### src/rtl/canny_window_sequencer.sv
// Walks a 5x5 window over every valid image centre, feeds the pixels to the
// Canny engine, runs one operation and streams the tagged result out.
module canny_window_sequencer #(
    parameter int IMG_W      = 32,
    parameter int IMG_H      = 32,
    parameter int DATA_WIDTH = 8,
    parameter int OP_CYCLES  = 4
) (
    input  logic                  clk,
    input  logic                  rst,
    input  logic                  start,
    input  logic [2:0]            op_mode,
    output logic                  busy,
    output logic                  done,
    output logic [15:0]           mem_addr,
    output logic                  mem_rd,
    input  logic [DATA_WIDTH-1:0] mem_data,
    output logic [2:0]            dAddrRegRow,
    output logic [2:0]            dAddrRegCol,
    output logic                  bWE,
    output logic                  bCE,
    output logic [DATA_WIDTH-1:0] InData,
    input  logic [DATA_WIDTH-1:0] OutData,
    output logic [2:0]            OPMode,
    output logic                  bOPEnable,
    output logic [3:0]            dReadReg,
    output logic [3:0]            dWriteReg,
    output logic                  res_valid,
    input  logic                  res_ready,
    output logic [DATA_WIDTH-1:0] res_data,
    output logic [7:0]            res_x,
    output logic [7:0]            res_y
);

    localparam logic [2:0] S_IDLE = 3'd0;
    localparam logic [2:0] S_LOAD = 3'd1;
    localparam logic [2:0] S_RUN  = 3'd2;
    localparam logic [2:0] S_REL  = 3'd3;
    localparam logic [2:0] S_READ = 3'd4;
    localparam logic [2:0] S_CAPT = 3'd5;
    localparam logic [2:0] S_OUT  = 3'd6;
    localparam logic [2:0] S_DONE = 3'd7;

    localparam int         OCW    = $clog2(OP_CYCLES + 1);
    localparam logic [7:0] X_LAST = 8'(IMG_W - 3);
    localparam logic [7:0] Y_LAST = 8'(IMG_H - 3);

    logic [2:0]            state_q, state_d;
    logic [4:0]            k_q, k_d;
    logic [2:0]            rd_r_q, rd_r_d, rd_c_q, rd_c_d;
    logic [2:0]            wr_r_q, wr_r_d, wr_c_q, wr_c_d;
    logic [OCW-1:0]        op_q, op_d;
    logic [7:0]            cx_q, cx_d, cy_q, cy_d;
    logic [2:0]            mode_q, mode_d;
    logic                  rv_q, rv_d;
    logic [DATA_WIDTH-1:0] rdat_q, rdat_d;
    logic [7:0]            rx_q, rx_d, ry_q, ry_d;

    logic        load_rd, load_wr;
    logic [15:0] pix_row, pix_col;

    // Reads run one cycle ahead of the matching engine write.
    assign load_rd = (state_q == S_LOAD) && (k_q < 5'd25);
    assign load_wr = (state_q == S_LOAD) && (k_q != 5'd0);
    assign pix_row = 16'(cy_q) + 16'(rd_r_q) - 16'd2;
    assign pix_col = 16'(cx_q) + 16'(rd_c_q) - 16'd2;

    assign mem_rd      = load_rd;
    assign mem_addr    = load_rd ? pix_row * 16'(IMG_W) + pix_col : 16'd0;
    assign bCE         = !(load_wr || state_q == S_READ);
    assign bWE         = !load_wr;
    assign bOPEnable   = (state_q != S_RUN);
    assign InData      = load_wr ? mem_data : '0;
    assign dAddrRegRow = load_wr ? wr_r_q : (state_q == S_READ) ? 3'd2 : 3'd0;
    assign dAddrRegCol = load_wr ? wr_c_q : (state_q == S_READ) ? 3'd2 : 3'd0;
    assign busy        = (state_q != S_IDLE) && (state_q != S_DONE);
    assign done        = (state_q == S_DONE);
    assign OPMode      = mode_q;
    assign dWriteReg   = 4'd0;
    assign res_valid   = rv_q;
    assign res_data    = rdat_q;
    assign res_x       = rx_q;
    assign res_y       = ry_q;

    always_comb begin
        case (mode_q)
            3'd1:    dReadReg = 4'd1;
            3'd2:    dReadReg = 4'd3;
            3'd3:    dReadReg = 4'd4;
            default: dReadReg = 4'd0;
        endcase
    end

    always_comb begin
        state_d = state_q;
        k_d     = k_q;
        rd_r_d  = rd_r_q;
        rd_c_d  = rd_c_q;
        wr_r_d  = wr_r_q;
        wr_c_d  = wr_c_q;
        op_d    = op_q;
        cx_d    = cx_q;
        cy_d    = cy_q;
        mode_d  = mode_q;
        rv_d    = rv_q;
        rdat_d  = rdat_q;
        rx_d    = rx_q;
        ry_d    = ry_q;
        unique case (state_q)
            S_IDLE: begin
                if (start) begin
                    mode_d  = op_mode;
                    cx_d    = 8'd2;
                    cy_d    = 8'd2;
                    k_d     = 5'd0;
                    rd_r_d  = 3'd0;
                    rd_c_d  = 3'd0;
                    state_d = S_LOAD;
                end
            end
            S_LOAD: begin
                k_d    = k_q + 5'd1;
                wr_r_d = rd_r_q;
                wr_c_d = rd_c_q;
                if (rd_c_q == 3'd4) begin
                    rd_c_d = 3'd0;
                    rd_r_d = rd_r_q + 3'd1;
                end else begin
                    rd_c_d = rd_c_q + 3'd1;
                end
                if (k_q == 5'd25) begin
                    op_d    = '0;
                    state_d = S_RUN;
                end
            end
            S_RUN: begin
                op_d = op_q + 1'b1;
                if (op_q == OCW'(OP_CYCLES - 1)) state_d = S_REL;
            end
            S_REL:  state_d = S_READ;
            S_READ: state_d = S_CAPT;
            S_CAPT: begin
                rdat_d  = OutData;
                rx_d    = cx_q;
                ry_d    = cy_q;
                rv_d    = 1'b1;
                state_d = S_OUT;
            end
            S_OUT: begin
                if (res_ready) begin
                    rv_d = 1'b0;
                    if (cx_q == X_LAST && cy_q == Y_LAST) begin
                        state_d = S_DONE;
                    end else begin
                        if (cx_q == X_LAST) begin
                            cx_d = 8'd2;
                            cy_d = cy_q + 8'd1;
                        end else begin
                            cx_d = cx_q + 8'd1;
                        end
                        k_d     = 5'd0;
                        rd_r_d  = 3'd0;
                        rd_c_d  = 3'd0;
                        state_d = S_LOAD;
                    end
                end
            end
            S_DONE:  state_d = S_IDLE;
            default: state_d = S_IDLE;
        endcase
    end

    always_ff @(posedge clk) begin
        if (rst) begin
            state_q <= S_IDLE;
            k_q     <= '0;
            rd_r_q  <= '0;
            rd_c_q  <= '0;
            wr_r_q  <= '0;
            wr_c_q  <= '0;
            op_q    <= '0;
            cx_q    <= 8'd2;
            cy_q    <= 8'd2;
            mode_q  <= '0;
            rv_q    <= 1'b0;
            rdat_q  <= '0;
            rx_q    <= '0;
            ry_q    <= '0;
        end else begin
            state_q <= state_d;
            k_q     <= k_d;
            rd_r_q  <= rd_r_d;
            rd_c_q  <= rd_c_d;
            wr_r_q  <= wr_r_d;
            wr_c_q  <= wr_c_d;
            op_q    <= op_d;
            cx_q    <= cx_d;
            cy_q    <= cy_d;
            mode_q  <= mode_d;
            rv_q    <= rv_d;
            rdat_q  <= rdat_d;
            rx_q    <= rx_d;
            ry_q    <= ry_d;
        end
    end

endmodule

### config.mk
export PLATFORM = sky130hd
export DESIGN_NAME = canny_window_sequencer
export DESIGN_NICKNAME = d
export VERILOG_FILES = /design/src/rtl/canny_window_sequencer.sv
export SDC_FILE = /design/constraint.sdc
export NUM_CORES = 1
export LEC_CHECK = 0
export BUFFER_PORTS_ARGS = -buffer_cell sky130_fd_sc_hd__buf_2
export CAP_MARGIN = 5
export CORE_ASPECT_RATIO = 1.75
export CORE_MARGIN = 10
export CORE_UTILIZATION = 52
export CTS_BUF_LIST = sky130_fd_sc_hd__clkbuf_8
export CTS_CLUSTER_DIAMETER = 30
export CTS_CLUSTER_SIZE = 16
export DETAILED_ROUTE_END_ITERATION = 12
export GPL_TIMING_DRIVEN = 0
export MAX_ROUTING_LAYER = met4
export PLACE_DENSITY = 0.79
export SLEW_MARGIN = 10
export SYNTH_ARGS = -nofsm -noshare
export SYNTH_HDL_FRONTEND = slang
export SYNTH_SLANG_ARGS = --single-unit
### constraint.sdc
create_clock -name clk -period 4.5 [get_ports clk]
set_clock_uncertainty 0.05 [all_clocks]
set_input_delay 0.9 -clock clk [delete_from_list [all_inputs] [get_ports clk]]
set_output_delay 0.9 -clock clk [all_outputs]
set_load 0.01 [all_outputs]
---- Yosys cells after proc, flatten, opt, wreduce, memory -nomap -nowiden ----
Cells that the tools add are included.
word-level totals
  bits in registers ....................... 67
  latch bits .............................. 0
  bits in writable memories ............... 0
  memory bits (read-only) ................. 0
  output and inout bits ................... 72
  word-level logic and storage cells ...... 108
  memories kept ........................... 0
operators by class
  add/sub/neg operators ................... 11
  multiply operators ...................... 0
  div/mod/pow operators ................... 0
  order comparisons ....................... 1
  equality and inequality tests ........... 24
  shifts and indexed selects .............. 0
  muxes and demuxes ....................... 36
  bitwise logic cells ..................... 0
  reductions and logical operators ........ 22
operator list
  cell                    number
  $mux W8                 8
  $mux W3                 13
  $pmux W8 S2             2
  $pmux W3 S3             3
  $pmux W3 S8             1
  $sub A9 B2 Y10 const B  2
  $add A8 B3 Y9           2
  $add A15 B10 Y16        1
  $add A8 B1 Y8 const B   2
  $eq A8 B5 Y1 const B    2
  $mux W16                1
  $eq A3 B2 Y1 const B    5
  $eq A3 B3 Y1 const B    5
  $mux W5                 3
  $pmux W5 S3             1
  $reduce_and A4 Y1       3
  $ne A2 B2 Y1 const B    5
  $reduce_and A5 Y1       2
  $add A3 B1 Y3 const B   3
  $eq A3 B1 Y1 const B    2
  $pmux W3 S2             1
  $reduce_and A2 Y1       3
  $reduce_bool A2 Y1      3
  $reduce_bool A3 Y1      2
  14 further kinds        19

---- Logic depth before layout (Yosys ltp) ----
Gate-level depths: netlist of run 1.
  word-level depth ........................ 5
  mapped depth ............................ 17

---- Worst setup path before layout of run 1 ----
OpenSTA, ideal clock, no wires.
  kind .................................... reg2out
  start ................................... register cx_q[1]
  end ..................................... output port mem_addr[15]
  data arrival time ....................... 3.510 ns
  path slack .............................. 0.040 ns
  stages on the path, launching flop included .. 18
  path buffers ............................ 0
  cell sequence ........................... dfxtp_1 inv_1 ha_1 inv_1 ha_1 inv_1 fa_1 nor2b_1 o21a_1 o21ai_0 and3_1 nor4_1 ha_1 a21o_1 a21oi_1 o21bai_1 a2111oi_0 o21a_1
on the way
  longest elaborated chain between the ends .. 4
ends and longest elaborated chain
  element                 line  source
  from (decl)             53    logic [7:0] cx_q, cx_d, cy_q, cy_d;
  from (signal assigned)  182   cx_q <= 8'd2;
  from (signal assigned)  197   cx_q <= cx_d;
  $add A8 B3 Y9           66    assign pix_col = 16'(cx_q) + 16'(rd_c_q) - 16'd2;
  $sub A9 B2 Y10          66
  $add A15 B10 Y16        69    assign mem_addr = load_rd ? pix_row * 16'(IMG_W) + pix_col : 16'd0;
  $mux W16                69
  to (decl)               15    output logic [15:0] mem_addr,
Every way passes these cells.

---- Worst setup path after layout of run 1 ----
  start ................................... register rd_c_q[1]
  end ..................................... output port mem_addr[15]
on the way
  longest elaborated chain between the ends .. 4
ends and longest elaborated chain
  element                 line  source
  from (decl)             50    logic [2:0] rd_r_q, rd_r_d, rd_c_q, rd_c_d;
  from (signal assigned)  193   rd_c_q <= rd_c_d;
  $add A8 B3 Y9           66
  $sub A9 B2 Y10          66
  $add A15 B10 Y16        69
  $mux W16                69
Every way passes these cells.

==> results.yml, run 1 <==
critical_path:
  required_ns: 3.55
  worstPathMaxFanout: 3
  crit_path_start_kind: "flop"
  cp-end-kind: "output port"
  r2r-end: "cx_q[1]"
  reg2reg_depth: 8
  critPathLaunch: "rd_c_q[1]"
  crit_arrival_ns: 3.86
  endpoint: "mem_addr[15]"
  crit_type: "reg -> out"
  timing.rr.start: "cx_q[6]"
  r2r_setup_slack_ns: 1.89
clocking:
  cts_tree: "built"
  clock_path_buffers: 2
  cts_root_buffer: "clkbuf_8"
  cts.sinks: 67
  cts_made_buffers: 9
  cts.clk_slew.worst_paths_ns: 0.08
  cts-htree-levels: 3
  cts-hold-fix-buffers: 0
  clock_latency_ns: 0.35
power:
  p_leak_nw: 2.53
  p_seq_frac: 0.427
  p_switching_uw: 459
  p_comb_frac: 0.227
  internal_power_mw: 1.01
  total_power_mw: 1.47
  p_per_area_mw_per_mm2: 257
  ir_drop_mv: 0.217
  clkPwrFrac: 0.346
  switching_share: 0.313
status:
  outcome: "complete, but fails checks"
  violations: "setup timing"
placement:
  io_buffers: 88
  gp_congestion: 0.898
  dpl.cell_count: 784
  hpwl_um: 9550
detailed_routing:
  drtIter0Drc: 242
  drtAntennaViolNets: 0
  drcViolationCount: 0
  vias: 4429
  drt-total-wl_um: 12700
  vias_per_cell: 5.36
  drt_first_pass_iters: 7
  wire_per_inst_um: 15.4
grt:
  grt_start_max_net_pins: 14
  grt_pass1_wl_um: 20100
  overflow: 0
  grt_antenna_before_repair: 0
  track_usage: 0.192
  grt_pass1_vias: 4415
synth:
  yosysUniqueCellTypes: 51
  synth-seq-cells: 67
  synthFlopType: "dfxtp_1"
  postSynthAreaPerCell_um2: 7.74
  async_reset_ff_frac: 0
  synth_cells: 577
  seq_area_frac_synth: 0.300
  synth_edf_count: 0
  syn_area_mm2: 0.00447
  ys_warn_count: 0
die:
  core-area_mm2: 0.00837
  die_x_um: 90.1
  placementRows: 44
  io_pins: 95
  die_h_um: 143
  die_area_mm2: 0.0128
  start_util: 0.534
timing:
  rsz0062_at_grt: "yes"
  finalCritPeriodShare: 1.07
  worst_pin_slew_ns: 0.609
  fmax_mhz: 208
  drv_slew: 0
  period_needed_ns: 4.81
  finalHoldViolCount: 0
  max_slew_margin: 0.592
  fin_ws_ns: -0.306
  setup_violations: 7
layout:
  instances_no_fill: 826
  syn2layout_area_growth_pct: 27.9
  postLayoutCoreUtil: 0.683
  antenna_cells: 0
  drive_gt1_frac: 0.266
  final_nets: 784
worst_hold_path:
  min_path_type: "reg -> reg"
job:
  cap_violations: 0
area by class of cell:
class	count	area, um2
clock buffer	9	124
fill	703	2660
clock inverter	7	76.3
timing repair buffer	114	653
multi-input combinational	440	3040
buffer	31	144
tap	115	144
sequential	67	1360
inverter	43	166
placed cells by master (no fill, tap or decap), drive strengths merged, types with 6 or more instances in the layout:
cell type	n
buf	120
nand2	88
dfxtp	67
nor2	56
ha	52
a21oi	50
inv	45
clkbuf	34
xnor2	23
nor3	19
and2	17
o21ai	14
nand3	10
nor2b	10
nand4	6
a21o	6
o21bai	6
cells in the mapped netlist (all sizes together), types with 6 or more instances:
cell	n	area [um2]
dfxtp	67	1340
nor3	19	95.1
nor2b	10	65.1
nand2	88	330
a21o	6	45.0
nand4	6	37.5
nand3	10	50.1
nor2	56	210
a21oi	50	250
o21ai	14	70.1
ha	52	651
and2	17	106
xnor2	23	201
buf	6	48.8
clkbuf	25	95.1
inv	43	161
o21bai	6	45.0
per-stage QoR:
| step | worst slack (ns) | hold WS [ns] | setup TNS, ns | instance area (um2) |
|---|---|---|---|---|
| 6_report | -0.306 | 0.408 | -1.33 | 5710 |
| 5_1_grt | -0.457 | 0.427 | -2.38 | 5710 |
| 4_1_cts | -0.254 | 0.407 | -0.803 | 5580 |
| 3_5_place_dp | -0.596 | 0.395 | -2.07 | 5070 |
| 3_3_place_gp | -0.539 | 0.390 | -1.43 | 5070 |
| 2_1_floorplan | 0.0402 | 0.382 | 0 | 4480 |
critical path, cell delays in order, from the launching register on:
cell and delay [ns]:
dfxtp_2 0.34, inv_2 0.05, ha_4 0.24, inv_4 0.05, ha_4 0.12, inv_2 0.04, fa_2 0.34, nor2b_2 0.14
o21a_1 0.18, o21ai_2 0.08, and3_1 0.18, nor4_2 0.29, ha_1 0.31, a21o_1 0.18, a21oi_2 0.20, o21bai_2 0.12
a2111oi_2 0.37, o21a_1 0.17, buf_6 0.10
worst min path at each step:
stage	endpoint	cells after the start	slack (ns)	startpoint
after CTS	res_x[2]	2	0.41	res_x[2]
after global placement	res_data[4]	2	0.39	res_data[4]
after floorplan	wr_c_q[0]	2	0.38	wr_c_q[0]
after global routing	res_x[2]	2	0.43	res_x[2]
after detailed placement	wr_r_q[2]	2	0.39	wr_r_q[2]
final	res_x[2]	2	0.41	res_x[2]
repair_timing:
item | 4_1_cts | 5_1_grt
endpoints found under the setup margin | 9 | 9
setup buffers | 20 | 8
pin swaps | 29 | 26
resized for setup | 53 | 16
per-layer routing:
| metal | up-vias | routed length, um | GRT usage |
|---|---|---|---|
| li1 | 2212 | - | - |
| met1 | 2082 | 4520 | 0.170 |
| met2 | 101 | 7360 | 0.382 |
| met3 | 34 | 341 | 0.0289 |
| met4 | 0 | 472 | 0.0993 |
| met5 | - | 0 | - |
power groups by stage:
| stage | Combinational, mW | Clock (mW) | Sequential, mW |
|---|---|---|---|
| final | 0.333 | 0.508 | 0.626 |
| after global routing | 0.367 | 0.544 | 0.628 |
| after CTS | 0.314 | 0.515 | 0.626 |
| after detailed placement | 0.280 | 0 | 0.640 |
| after global placement | 0.272 | 0 | 0.639 |
| after floorplan | 0.199 | 0 | 0.636 |
state kept, by name (all words and copies together) (netlist names), 5 cells and up:
signal	count
res_y	8
k_q	5
cy_q	8
cx_q	8
res_data	8
res_x	8
cell families (layout without fill, tap and decap cells):
family | after synthesis | after routing | share of synthesized area
AND/OR/NAND/NOR | 244 | 244 | 0.267
AO/OA/AOI/OAI | 104 | 104 | 0.140
buffers and inverters | 74 | 204 | 0.0683
flip-flops | 67 | 67 | 0.300
adder cells (fa/ha/maj) | 55 | 55 | 0.159
XOR/XNOR | 27 | 27 | 0.0529
multiplexers | 5 | 5 | 0.0112
other | 1 | 5 | 0.000839
Power figures use the tool's default switching activity.
==> run 2, diff against run 1 <==
--- a/config.mk
+++ b/config.mk
@@ -9,14 +9,14 @@
 export CAP_MARGIN = 5
 export CORE_ASPECT_RATIO = 1.75
 export CORE_MARGIN = 10
-export CORE_UTILIZATION = 52
+export CORE_UTILIZATION = 57
 export CTS_BUF_LIST = sky130_fd_sc_hd__clkbuf_8
 export CTS_CLUSTER_DIAMETER = 30
 export CTS_CLUSTER_SIZE = 16
 export DETAILED_ROUTE_END_ITERATION = 12
 export GPL_TIMING_DRIVEN = 0
 export MAX_ROUTING_LAYER = met4
-export PLACE_DENSITY = 0.79
+export PLACE_DENSITY = 0.82
 export SLEW_MARGIN = 10
 export SYNTH_ARGS = -nofsm -noshare
 export SYNTH_HDL_FRONTEND = slang
==> constraint.sdc (replaced) <==
create_clock -name clk -period 4.71 [get_ports clk]
set_clock_uncertainty 0.05 [all_clocks]
set_input_delay 0.942 -clock clk [delete_from_list [all_inputs] [get_ports clk]]
set_output_delay 0.942 -clock clk [all_outputs]
set_load 0.01 [all_outputs]
==> results.yml, run 2 (synthesis gave the netlist of run 1 again) <==
status:
  outcome: "complete, no violations"
timing:
  finalHoldViolCount: 0
  fin_hold_ws_ns: 0.403
  drv_slew: 0
  worst_pin_slew_ns: 0.682
  rsz0062_at_grt: "yes"
  fmax_mhz: 213
  max_slew_margin: 0.543
  finalCritPeriodShare: 0.998
  setup_violations: 0
  period_needed_ns: 4.70
  setup_tns_ns: 0
  fin_ws_ns: 0.00915
detailed_routing:
  drt_first_pass_iters: 9
  vias: 4589
  vias_per_cell: 5.73
  wire_per_inst_um: 16.5
  drtIter0Drc: 283
  drcViolationCount: 0
  drt-total-wl_um: 13200
  drtAntennaViolNets: 0
grt:
  grt_start_max_net_pins: 14
  grt_antenna_before_repair: 0
  grt_pass1_vias: 4634
  grt_pass1_wl_um: 20300
  track_usage: 0.210
  overflow: 0
power:
  p_leak_nw: 2.55
  p_per_area_mw_per_mm2: 245
  ir_drop_mv: 0.216
  total_power_mw: 1.42
clocking:
  cts_tree: "built"
  cts-hold-fix-buffers: 0
  cts.clk_slew.worst_paths_ns: 0.08
  clock_latency_ns: 0.36
  clock_path_buffers: 2
  cts_root_buffer: "clkbuf_8"
  cts_made_buffers: 9
  cts-htree-levels: 3
  cts.sinks: 67
die:
  die_area_mm2: 0.0119
  placementRows: 42
  die_h_um: 137
  start_util: 0.586
  io_pins: 95
  core-area_mm2: 0.00762
  die_x_um: 86.9
critical_path:
  cp-end-kind: "output port"
  critPathLaunch: "rd_c_q[1]"
  worstPathMaxFanout: 5
  timing.rr.start: "cx_q[6]"
  required_ns: 3.72
  crit_type: "reg -> out"
  crit_path_start_kind: "flop"
  crit_arrival_ns: 3.71
layout:
  instances_no_fill: 801
  postLayoutCoreUtil: 0.760
  fin_area_mm2: 0.00579
  syn2layout_area_growth_pct: 29.6
  n_fill_cell: 539
  drive_gt1_frac: 0.285
  register_area_mm2: 0.00136
  final_cell_mix: "nand2_1 (88), buf_2 (88), dfxtp_1 (56), nor2_1 (56), a21oi_1 (46)"
  final_nets: 786
  multi_input_area_mm2: 0.00315
  antenna_cells: 0
job:
  cap_violations: 0
placement:
  dpl.cell_count: 757
  place_ws_ns: -0.471
  hpwl_um: 9570
  io_buffers: 88
  placed_cell_area_mm2: 0.00503
  gp_congestion: 0.900
worst_hold_path:
  min_path_type: "reg -> reg"
  hp-start: "res_valid"
==> run 2: layer usage <==
metal,track usage,share of wire
met3,0.0393,0.046
met4,0.104,0.035
met5,-,0
met2,0.399,0.57
met1,0.190,0.35
==> run 2: area by class of cell <==
class | instances | area share
buffer | 31 | 0.0248
inverter | 43 | 0.0283
clock inverter | 7 | 0.0130
sequential | 67 | 0.235
clock buffer | 9 | 0.0214
multi-input combinational | 440 | 0.544
timing repair buffer | 116 | 0.115
tap | 88 | 0.0190
==> run 2: path summary, 6_finish.rpt <==
check | endpoint | slack, ns | depth (start not counted)
max reg2reg | cx_q[1] | 2.05 | 8
min reg2reg | res_valid | 0.40 | 2
max | mem_addr[15] | 0.009 | 19
min | res_valid | 0.40 | 2
==> run 2: power breakdown <==
group          total, mW  internal (mW)  leakage [nW]  switching, mW
Combinational      0.332          0.143          1.91          0.189
Clock              0.489          0.248         0.104          0.242
Sequential         0.598          0.580         0.546         0.0182
==> run 2: repair_timing <==
item	in CTS	in global routing
gates resized for setup	44	36
pin swaps	20	22
setup endpoints to repair	8	7
buffers inserted	14	14
cloned	0	0
==> run 2: critical path: stages, from the launching register on <==
cell	delay [ns]
dfxtp_2	0.34
inv_2	0.05
ha_4	0.23
inv_2	0.06
ha_4	0.12
inv_2	0.03
fa_2	0.35
nor2b_2	0.14
o21a_1	0.18
o21ai_2	0.11
nand2b_1	0.13
a31oi_4	0.10
buf_12	0.16
ha_1	0.24
a21oi_4	0.20
o21ai_2	0.10
o21bai_4	0.19
a2111oi_4	0.33
o21a_1	0.15
buf_2	0.13
